==> config.mk <==
export PLATFORM = sky130hd
export DESIGN_NAME = onchip_memory_test_master
export DESIGN_NICKNAME = d
export VERILOG_FILES = /design/src/rtl/onchip_memory_test_master.sv
export SDC_FILE = /design/constraint.sdc
export NUM_CORES = 1
export LEC_CHECK = 0
export ABC_CLOCK_PERIOD_IN_PS = 6900
export CAP_MARGIN = 10
export CORE_UTILIZATION = 35
export DETAILED_ROUTE_END_ITERATION = 12
export DONT_BUFFER_PORTS = 1
export PLACE_DENSITY = 0.46
export SYNTH_ARGS = -nofsm -noshare
export SYNTH_HDL_FRONTEND = slang
export SYNTH_SLANG_ARGS = --single-unit
==> constraint.sdc <==
create_clock -name clk -period 6.9 [get_ports clk]
set_input_delay 0.69 -clock clk [delete_from_list [all_inputs] [get_ports clk]]
set_output_delay 0.69 -clock clk [all_outputs]
set_load 0.05 [all_outputs]
==> src/rtl/onchip_memory_test_master.sv <==
// onchip_memory_test_master: write/read-back self-test master for the single-port on-chip RAM
module onchip_memory_test_master #(
   parameter int ADDR_W = 13,
   parameter int DATA_W = 32,
   parameter int DEPTH  = 6500,
   parameter int ERR_W  = 16
) (
   input  logic                clk,
   input  logic                reset,
   input  logic                start,
   input  logic [ADDR_W-1:0]   base_addr,
   input  logic [ADDR_W:0]     length,
   input  logic [DATA_W-1:0]   seed,
   input  logic                abort,
   output logic                busy,
   output logic                done,
   output logic                aborted,
   output logic [ERR_W-1:0]    error_count,
   output logic [ADDR_W-1:0]   first_err_addr,
   output logic                first_err_valid,
   output logic [ADDR_W-1:0]   m_address,
   output logic [DATA_W/8-1:0] m_byteenable,
   output logic                m_chipselect,
   output logic                m_write,
   output logic [DATA_W-1:0]   m_writedata,
   output logic                m_clken,
   input  logic [DATA_W-1:0]   m_readdata
);
   typedef enum logic [1:0] {IDLE, WRITE, READ, FLUSH} state_t;
   localparam logic [ADDR_W:0]   DEPTH_N = (ADDR_W+1)'(DEPTH);
   localparam logic [ADDR_W-1:0] LAST    = ADDR_W'(DEPTH - 1);
   state_t state_q, state_d;
   logic [ADDR_W:0] len_q, len_d, idx_q, idx_d, len_eff, cur_len, cur_idx;
   logic [ADDR_W-1:0] base_q, base_d, ptr_q, ptr_d, base_eff, cur_base, cur_ptr;
   logic [DATA_W-1:0] seed_q, seed_d, cur_seed;
   logic go, go_nz, active, iss, last, miss, fin;
   logic ab_q, ab_d, busy_q, busy_d, done_q, done_d, aborted_q, aborted_d;
   logic [ERR_W-1:0] err_q, err_d;
   logic [ADDR_W-1:0] fea_q, fea_d, addr_q, addr_d, pa_q, pa_d;
   logic fev_q, fev_d, cs_q, cs_d, we_q, we_d, pv_q, pv_d;
   logic [DATA_W-1:0] wd_q, wd_d, pe_q, pe_d;
   // The accepted start issues word 0 directly, so IDLE shares the issue path via cur_*
   always_comb begin
      len_eff  = (length > DEPTH_N) ? DEPTH_N : length;
      base_eff = ({1'b0, base_addr} >= DEPTH_N) ? base_addr - DEPTH_N[ADDR_W-1:0] : base_addr;
      go       = state_q == IDLE && start;
      go_nz    = go && len_eff != '0;
      active   = state_q == WRITE || state_q == READ;
      iss      = go_nz || (active && !abort);
      cur_len  = go ? len_eff : len_q;
      cur_idx  = go ? '0 : idx_q;
      cur_base = go ? base_eff : base_q;
      cur_ptr  = go ? base_eff : ptr_q;
      cur_seed = go ? seed : seed_q;
      last     = cur_idx == cur_len - 1'b1;
      miss     = pv_q && m_readdata != pe_q;
      fin      = state_q == FLUSH && !cs_q;
   end
   always_comb begin
      state_d = state_q;
      unique case (state_q)
         IDLE:  state_d = go_nz ? (last ? READ : WRITE) : IDLE;
         WRITE: state_d = abort ? FLUSH : (last ? READ : WRITE);
         READ:  state_d = (abort || last) ? FLUSH : READ;
         FLUSH: state_d = cs_q ? FLUSH : IDLE;
      endcase
   end
   always_comb begin
      len_d     = go ? len_eff : len_q;
      base_d    = go ? base_eff : base_q;
      seed_d    = go ? seed : seed_q;
      idx_d     = iss ? (last ? '0 : cur_idx + 1'b1) : idx_q;
      ptr_d     = iss ? (last ? cur_base : (cur_ptr == LAST ? '0 : cur_ptr + 1'b1)) : ptr_q;
      cs_d      = iss;
      we_d      = iss && (go || state_q == WRITE);
      addr_d    = iss ? cur_ptr : addr_q;
      wd_d      = iss ? cur_seed + DATA_W'(cur_idx) : wd_q;
      // Expected word and address follow the read presented on the bus by one cycle
      pv_d      = cs_q && !we_q;
      pe_d      = wd_q;
      pa_d      = addr_q;
      err_d     = go ? '0 : (miss && !(&err_q)) ? err_q + 1'b1 : err_q;
      fev_d     = go ? 1'b0 : fev_q || miss;
      fea_d     = (miss && !fev_q && !go) ? pa_q : fea_q;
      ab_d      = go ? 1'b0 : ab_q || (active && abort);
      done_d    = (go && !go_nz) || fin;
      aborted_d = fin && ab_q;
      busy_d    = go_nz || (busy_q && !fin);
   end
   always_ff @(posedge clk) begin
      if (reset) begin
         state_q   <= IDLE;
         len_q     <= '0;
         base_q    <= '0;
         seed_q    <= '0;
         idx_q     <= '0;
         ptr_q     <= '0;
         cs_q      <= 1'b0;
         we_q      <= 1'b0;
         addr_q    <= '0;
         wd_q      <= '0;
         pv_q      <= 1'b0;
         pe_q      <= '0;
         pa_q      <= '0;
         err_q     <= '0;
         fev_q     <= 1'b0;
         fea_q     <= '0;
         ab_q      <= 1'b0;
         done_q    <= 1'b0;
         aborted_q <= 1'b0;
         busy_q    <= 1'b0;
      end else begin
         state_q   <= state_d;
         len_q     <= len_d;
         base_q    <= base_d;
         seed_q    <= seed_d;
         idx_q     <= idx_d;
         ptr_q     <= ptr_d;
         cs_q      <= cs_d;
         we_q      <= we_d;
         addr_q    <= addr_d;
         wd_q      <= wd_d;
         pv_q      <= pv_d;
         pe_q      <= pe_d;
         pa_q      <= pa_d;
         err_q     <= err_d;
         fev_q     <= fev_d;
         fea_q     <= fea_d;
         ab_q      <= ab_d;
         done_q    <= done_d;
         aborted_q <= aborted_d;
         busy_q    <= busy_d;
      end
   end
   assign busy            = busy_q;
   assign done            = done_q;
   assign aborted         = aborted_q;
   assign error_count     = err_q;
   assign first_err_addr  = fea_q;
   assign first_err_valid = fev_q;
   assign m_address       = addr_q;
   assign m_byteenable    = '1;
   assign m_chipselect    = cs_q;
   assign m_write         = we_q;
   assign m_writedata     = wd_q;
   assign m_clken         = 1'b1;
endmodule

# After elaboration in Yosys (flattened, before gate mapping)
# Cells that the tools add are included.
# op_classes
n_div,0
mul,0
bitwise_logic,0
order_cmp,2
addsub,6
n_reduce_logical,34
n_eq_ne,6
n_shift,0
muxes,16
# op_table
op,count
13-bit 2-to-1 mux,5
14-bit 2-to-1 mux,4
32-bit by 14-bit adder with 32-bit output,1
32-bit 2-to-1 mux,1
32-bit != test,1
16-bit by 1-bit adder with 16-bit output (second input constant),1
16-bit AND reduction,1
14-bit by 1-bit adder with 14-bit output (second input constant),1
14-bit equality test,1
14-bit by 13-bit > comparator with 1-bit output (second input constant),1
1-bit logical AND,14
14-bit nonzero test,1
14-bit by 1-bit subtractor with 14-bit output (second input constant),1
13-bit by 1-bit adder with 13-bit output (second input constant),1
13-bit equality test (second input constant),1
13-bit >= comparator (second input constant),1
13-bit subtractor (second input constant),1
1-bit logical NOT,8
1-bit logical OR,8
2-bit 2-to-1 mux,4
2-bit one-hot mux with 4 select lines,1
2-bit equality test (second input constant),2
2-bit by 1-bit equality test with 1-bit output (second input constant),1
2-bit logical NOT,1
other kinds (2),2
# totals
mem_count,0
in_bits,95
wordCells,84
reg_bits,215
latchBits,0
romBits,0
ram_bits,0
out_inout_bits,85

# Logic depth before layout (Yosys ltp)
# logic_depth
word_depth,8
depth_mapped,26
depth_no_buf,18

# Least setup slack after synthesis
# No wires, ideal clock.
# synth_timing
path_kind,register to register
start,register state_q[0]
end,"register wd_q[26], in the netlist m_writedata[26]"
path_stages_with_launch,27
slack_ns,1.631
path_buffers,8
required_ns,6.799
period_less_slack_ns,5.269
setup_time_ns,0.101
arrival_ns,5.168
cell_sequence,dfxtp_1 inv_1 ha_1 buf_6 nand2_1 buf_2 buf_2 buf_2 buf_2 buf_1 clkbuf_1 clkbuf_1 nand2_1 nand2_1 ha_1 inv_1 fa_1 nor2b_1 o21ai_0 a21boi_0 o21a_1 o21ai_0 a21oi_1 o21ai_0 a21oi_1 a21boi_0 o41ai_1
# synth_between
elab_chain_len,4
elab_cells_between_ends,11
classes_between,1 x add/sub; 2 x eq/ne; 2 x mux; 6 x reduce/logical
# synth_lines
element,line,rtl
from (decl),32,"state_t state_q, state_d;"
from (signal assigned),113,state_q <= state_d;
2-bit logical NOT,46,go = state_q == IDLE && start;
1-bit logical AND,46,
32-bit 2-to-1 mux,n/a,
via cur_seed[0],35,"logic [DATA_W-1:0] seed_q, seed_d, cur_seed;"
32-bit by 14-bit adder with 32-bit output,77,wd_d = iss ? cur_seed + DATA_W'(cur_idx) : wd_q;
to (signal assigned),122,wd_q <= wd_d;
to (decl),41,"logic [DATA_W-1:0] wd_q, wd_d, pe_q, pe_d;"
# The timed path passes the listed nets, and every way through them passes these cells.
# A chain may end at the register's enable or synchronous reset.

# Final worst setup path
# layout_timing
start,register state_q[1]
end,register ptr_q[0]
# layout_between
elab_chain_len,6
elab_cells_between_ends,18
classes_between,2 x add/sub; 4 x eq/ne; 6 x mux; 6 x reduce/logical
# layout_lines
element,line,rtl
2-bit logical NOT,46,
1-bit logical AND,46,
14-bit 2-to-1 mux or 13-bit 2-to-1 mux (tied branches),n/a,
"14-bit by 1-bit subtractor with 14-bit output, or another cell as far along",55,last = cur_idx == cur_len - 1'b1;
14-bit equality test or 13-bit 2-to-1 mux (tied branches),"55, 73",
13-bit 2-to-1 mux,73,ptr_d = iss ? (last ? cur_base : (cur_ptr == LAST ? '0 : cur_ptr + 1'b1)) : ptr_q;
to (signal assigned),118,ptr_q <= ptr_d;
to (decl),34,"logic [ADDR_W-1:0] base_q, base_d, ptr_q, ptr_d, base_eff, cur_base, cur_ptr;"
# Several ways; a longest one is shown, not always the timed one.

==> results.py <==
metrics = {
    "finish": {
        "design_area_mm2": 0.0119,
        "antenna_cells_inserted": 0,
        "layout-drive-gt1-share_pct": 6.27,
        "areaGrowthSynthToFinish_pct": 9.92,
        "n_fill_cell": 3101,
        "nets": 1347,
    },
    "worst_setup_path": {
        "critical_path_required_ps": 7360,
        "crit_path_start_kind": "register",
        "crit_fanout": 41,
        "r2r_cells": 15,
        "crit_path_end_kind": "register",
        "data_arrival_time_of_the_worst_path_ps": 5470,
        "setup.worst_path.class": "reg -> reg",
    },
    "die": {
        "design.core.area_mm2": 0.0300,
        "num_rows": 63,
        "die_h_um": 178,
        "fp.dieW_um": 178,
        "floorplan.initialDensity_pct": 36.0,
        "floorplan.io_pins": 180,
        "die_area_mm2": 0.0316,
    },
    "pwr": {
        "static-leakage-power_nw": 4.60,
        "power_dens_cells_mw_per_mm2": 266,
        "peak_supply_drop_v": 0.000163,
    },
    "synth": {
        "asyncSetResetFlopFracSynth_pct": 0,
        "synth_sequential_area_ratio_pct": 39.9,
        "yosysWarningCount": 0,
        "synth_flop_cell": "sky130_fd_sc_hd__dfxtp_1",
        "yosysUniqueCellTypes": 85,
        "ys_seq_elements": 215,
        "synth_enable_flop_cells": 0,
        "synthesis.area_mm2": 0.0108,
        "syn_inst": 1260,
        "syn_avg_cell_area_um2": 8.57,
    },
    "sta": {
        "hold_viol": 0,
        "worst_slew_pin_slew_ps": 1060,
        "maxClockFrequency_mhz": 200,
        "period_share_pct": 72.6,
        "slew-limit-headroom_pct": 29.3,
        "final.setup.tns_ps": 0,
        "final_period_minus_worst_setup_slack_ps": 5010,
        "slew_violations": 0,
        "clock_skew_ps": 27.5,
        "finalSetupViolCount": 0,
        "unrepaired_setup_endpoints_after_global_routing": "no",
    },
    "min_path": {
        "min_path_cells": 1,
        "min_path_type": "in -> reg",
    },
    "detailed_routing": {
        "drt_wl_total_mm": 30.6,
        "postRouteAntennaNets": 0,
        "via_count": 8570,
        "drtIter0Drc": 428,
        "remaining_drc_errors": 0,
        "vias_per_std_cell": 5.24,
        "wire_per_inst_um": 18.7,
        "detail_route.first_pass.iterations": 5,
    },
    "grt": {
        "use_met1_pct": 27.5,
        "grt_use_total_pct": 19.1,
        "number_of_antenna_violations_at_the_first_check_in_global_routing": 0,
        "grt-busiest-layer": "met2",
        "largest_net_degree_at_the_start_of_global_routing": 188,
        "met3_layer_usage_reported_by_global_route_pct": 3.86,
        "grt_use_met2_pct": 29.4,
        "grt_pass1_wl_mm": 47.7,
        "total_congestion_overflow": 0,
        "via_count_of_the_first_global_routing_pass": 8309,
    },
    "cts": {
        "clock_path_buffers": 3,
        "numCtsBuffers": 26,
        "clk_latency_ps": 530,
        "h_tree_levels": 1,
        "numClockSinks": 215,
        "post_cts_buffers": 0,
        "worst_setup_hold_path_clk_slew_ps": 60,
        "cts-resized-gates": 0,
        "cts_hold_buf": 0,
        "cts_root_buffer": "sky130_fd_sc_hd__clkbuf_16",
        "tritoncts": "built",
    },
    "place": {
        "routabilityCongestion": 0.800,
        "port_buffers": 0,
        "detailed_place.area_mm2": 0.0110,
        "dpl.hpwl_mm": 21.8,
    },
    "outcome": {
        "outcome": "finished clean",
    },
    "run": {
        "timing.max_cap.violations": 0,
    },
}
cells in the final DEF, fill, tap and decap left out, types with 11 or more instances in the layout:
| cell type | netlist | layout |
|---|---|---|
| sky130_fd_sc_hd__nand2b_1 | 14 | 14 |
| sky130_fd_sc_hd__a21oi_1 | 73 | 73 |
| sky130_fd_sc_hd__o21ai_0 | 48 | 48 |
| sky130_fd_sc_hd__nor2_1 | 127 | 127 |
| sky130_fd_sc_hd__and2_1 | 21 | 20 |
| sky130_fd_sc_hd__a211oi_1 | 21 | 21 |
| sky130_fd_sc_hd__nand4_1 | 16 | 16 |
| sky130_fd_sc_hd__clkbuf_16 | 0 | 27 |
| sky130_fd_sc_hd__inv_1 | 27 | 27 |
| sky130_fd_sc_hd__mux2i_1 | 37 | 37 |
| sky130_fd_sc_hd__and3_1 | 17 | 17 |
| sky130_fd_sc_hd__nor3_1 | 34 | 34 |
| sky130_fd_sc_hd__nor2b_1 | 50 | 50 |
| sky130_fd_sc_hd__xor2_1 | 35 | 35 |
| sky130_fd_sc_hd__or3_1 | 19 | 19 |
| sky130_fd_sc_hd__nand3_1 | 24 | 24 |
| sky130_fd_sc_hd__xnor2_1 | 63 | 63 |
| sky130_fd_sc_hd__dfxtp_1 | 215 | 215 |
| sky130_fd_sc_hd__nor4b_1 | 11 | 11 |
| sky130_fd_sc_hd__nand2_1 | 147 | 146 |
| sky130_fd_sc_hd__ha_1 | 24 | 24 |
stage by stage:
step                      std cells  setup WS (ps)  total power, W  hold slack, ps  utilization (%)
after floorplan                1264           1630         0.00177             420                -
after global placement         1589           2040         0.00185             429             36.8
after detailed placement       1589           1830         0.00185             434             36.8
after CTS                      1634           1860         0.00320             225             39.6
after global routing           1634           1420         0.00330             227             39.6
final                          1634           1890         0.00316             261             39.6
layer usage:
metal / vias up / part of all wire [%]
met3: 30 / 6.0
met4: 0 / 1.4
met1: 3993 / 50
met5: - / 0
met2: 185 / 43
li1: 4362 / -
worst max-delay path, cell delays in order, from the launching register on:
cell and delay (ps):
sky130_fd_sc_hd__dfxtp_1 330, sky130_fd_sc_hd__inv_1 80, sky130_fd_sc_hd__ha_1 470, sky130_fd_sc_hd__and2_4 530, sky130_fd_sc_hd__o31a_1 200, sky130_fd_sc_hd__a21boi_1 520
sky130_fd_sc_hd__a21boi_0 270, sky130_fd_sc_hd__ha_1 360, sky130_fd_sc_hd__nor4b_1 310, sky130_fd_sc_hd__a311oi_1 90, sky130_fd_sc_hd__a211oi_1 240, sky130_fd_sc_hd__nand4_1 230
sky130_fd_sc_hd__nor4_1 490, sky130_fd_sc_hd__nand2_2 240, sky130_fd_sc_hd__nor2_4 350, sky130_fd_sc_hd__a221o_1 220
cell type report:
class | count | area, um^2 | area share (%)
clock buffers | 34 | 732 | 6.17
well taps | 390 | 488 | 4.11
clock inverters | 11 | 98.8 | 0.833
inverters | 27 | 101 | 0.854
multi-input cells | 951 | 6100 | 51.4
repair buffers | 6 | 45.0 | 0.380
flip-flops and latches | 215 | 4300 | 36.3
synthesized netlist by cell type, drive strengths merged, types with 27 or more instances:
| cell | instances | area (um^2) |
|---|---|---|
| a21oi | 75 | 390 |
| buf | 29 | 183 |
| clkbuf | 42 | 158 |
| dfxtp | 215 | 4300 |
| inv | 27 | 101 |
| mux2i | 37 | 370 |
| nand2 | 149 | 564 |
| nor2 | 128 | 488 |
| nor2b | 50 | 313 |
| nor3 | 36 | 190 |
| o21ai | 49 | 245 |
| xnor2 | 64 | 568 |
| xor2 | 35 | 307 |
kinds of logic after synthesis:
kind of cell / after synthesis / share of synthesized area (%)
XOR/XNOR: 99 / 8.10
flip-flops: 215 / 39.9
other: 1 / 0.0347
multiplexers: 39 / 3.67
adder cells (fa/ha/maj): 25 / 2.97
AND/OR/NAND/NOR: 525 / 24.8
AO/OA/AOI/OAI: 258 / 16.5
buffers and inverters: 98 / 4.09
state kept, by name, indices dropped and copies added (netlist names):
signal / count
state_q: 2
seed_q: 32
first_err_valid: 1
m_address: 13
done: 1
m_write: 1
base_q: 13
pv_q: 1
len_q: 14
m_chipselect: 1
first_err_addr: 13
pa_q: 13
m_writedata: 32
error_count: 16
ab_q: 1
aborted: 1
busy: 1
ptr_q: 13
idx_q: 14
pe_q: 32
report_power, final:
part / switching (W) / internal [W] / total, W
registers: 0.000127 / 0.00131 / 0.00144
clock network: 0.000552 / 0.000784 / 0.00134
logic: 0.000236 / 0.000147 / 0.000383
worst paths after layout:
path,startpoint,to,slack [ps]
worst min register to register,len_q[13]$_SDFF_PP0_,len_q[13]$_SDFF_PP0_,450
worst max-delay path,state_q[1]$_SDFF_PP0_,ptr_q[0]$_SDFFE_PP0P_,1890
worst max register to register,state_q[1]$_SDFF_PP0_,ptr_q[0]$_SDFFE_PP0P_,1890
worst min-delay path,reset,m_address[1]$_SDFFE_PP0P_,260
No activity file was read; power rests on OpenSTA's default activity.
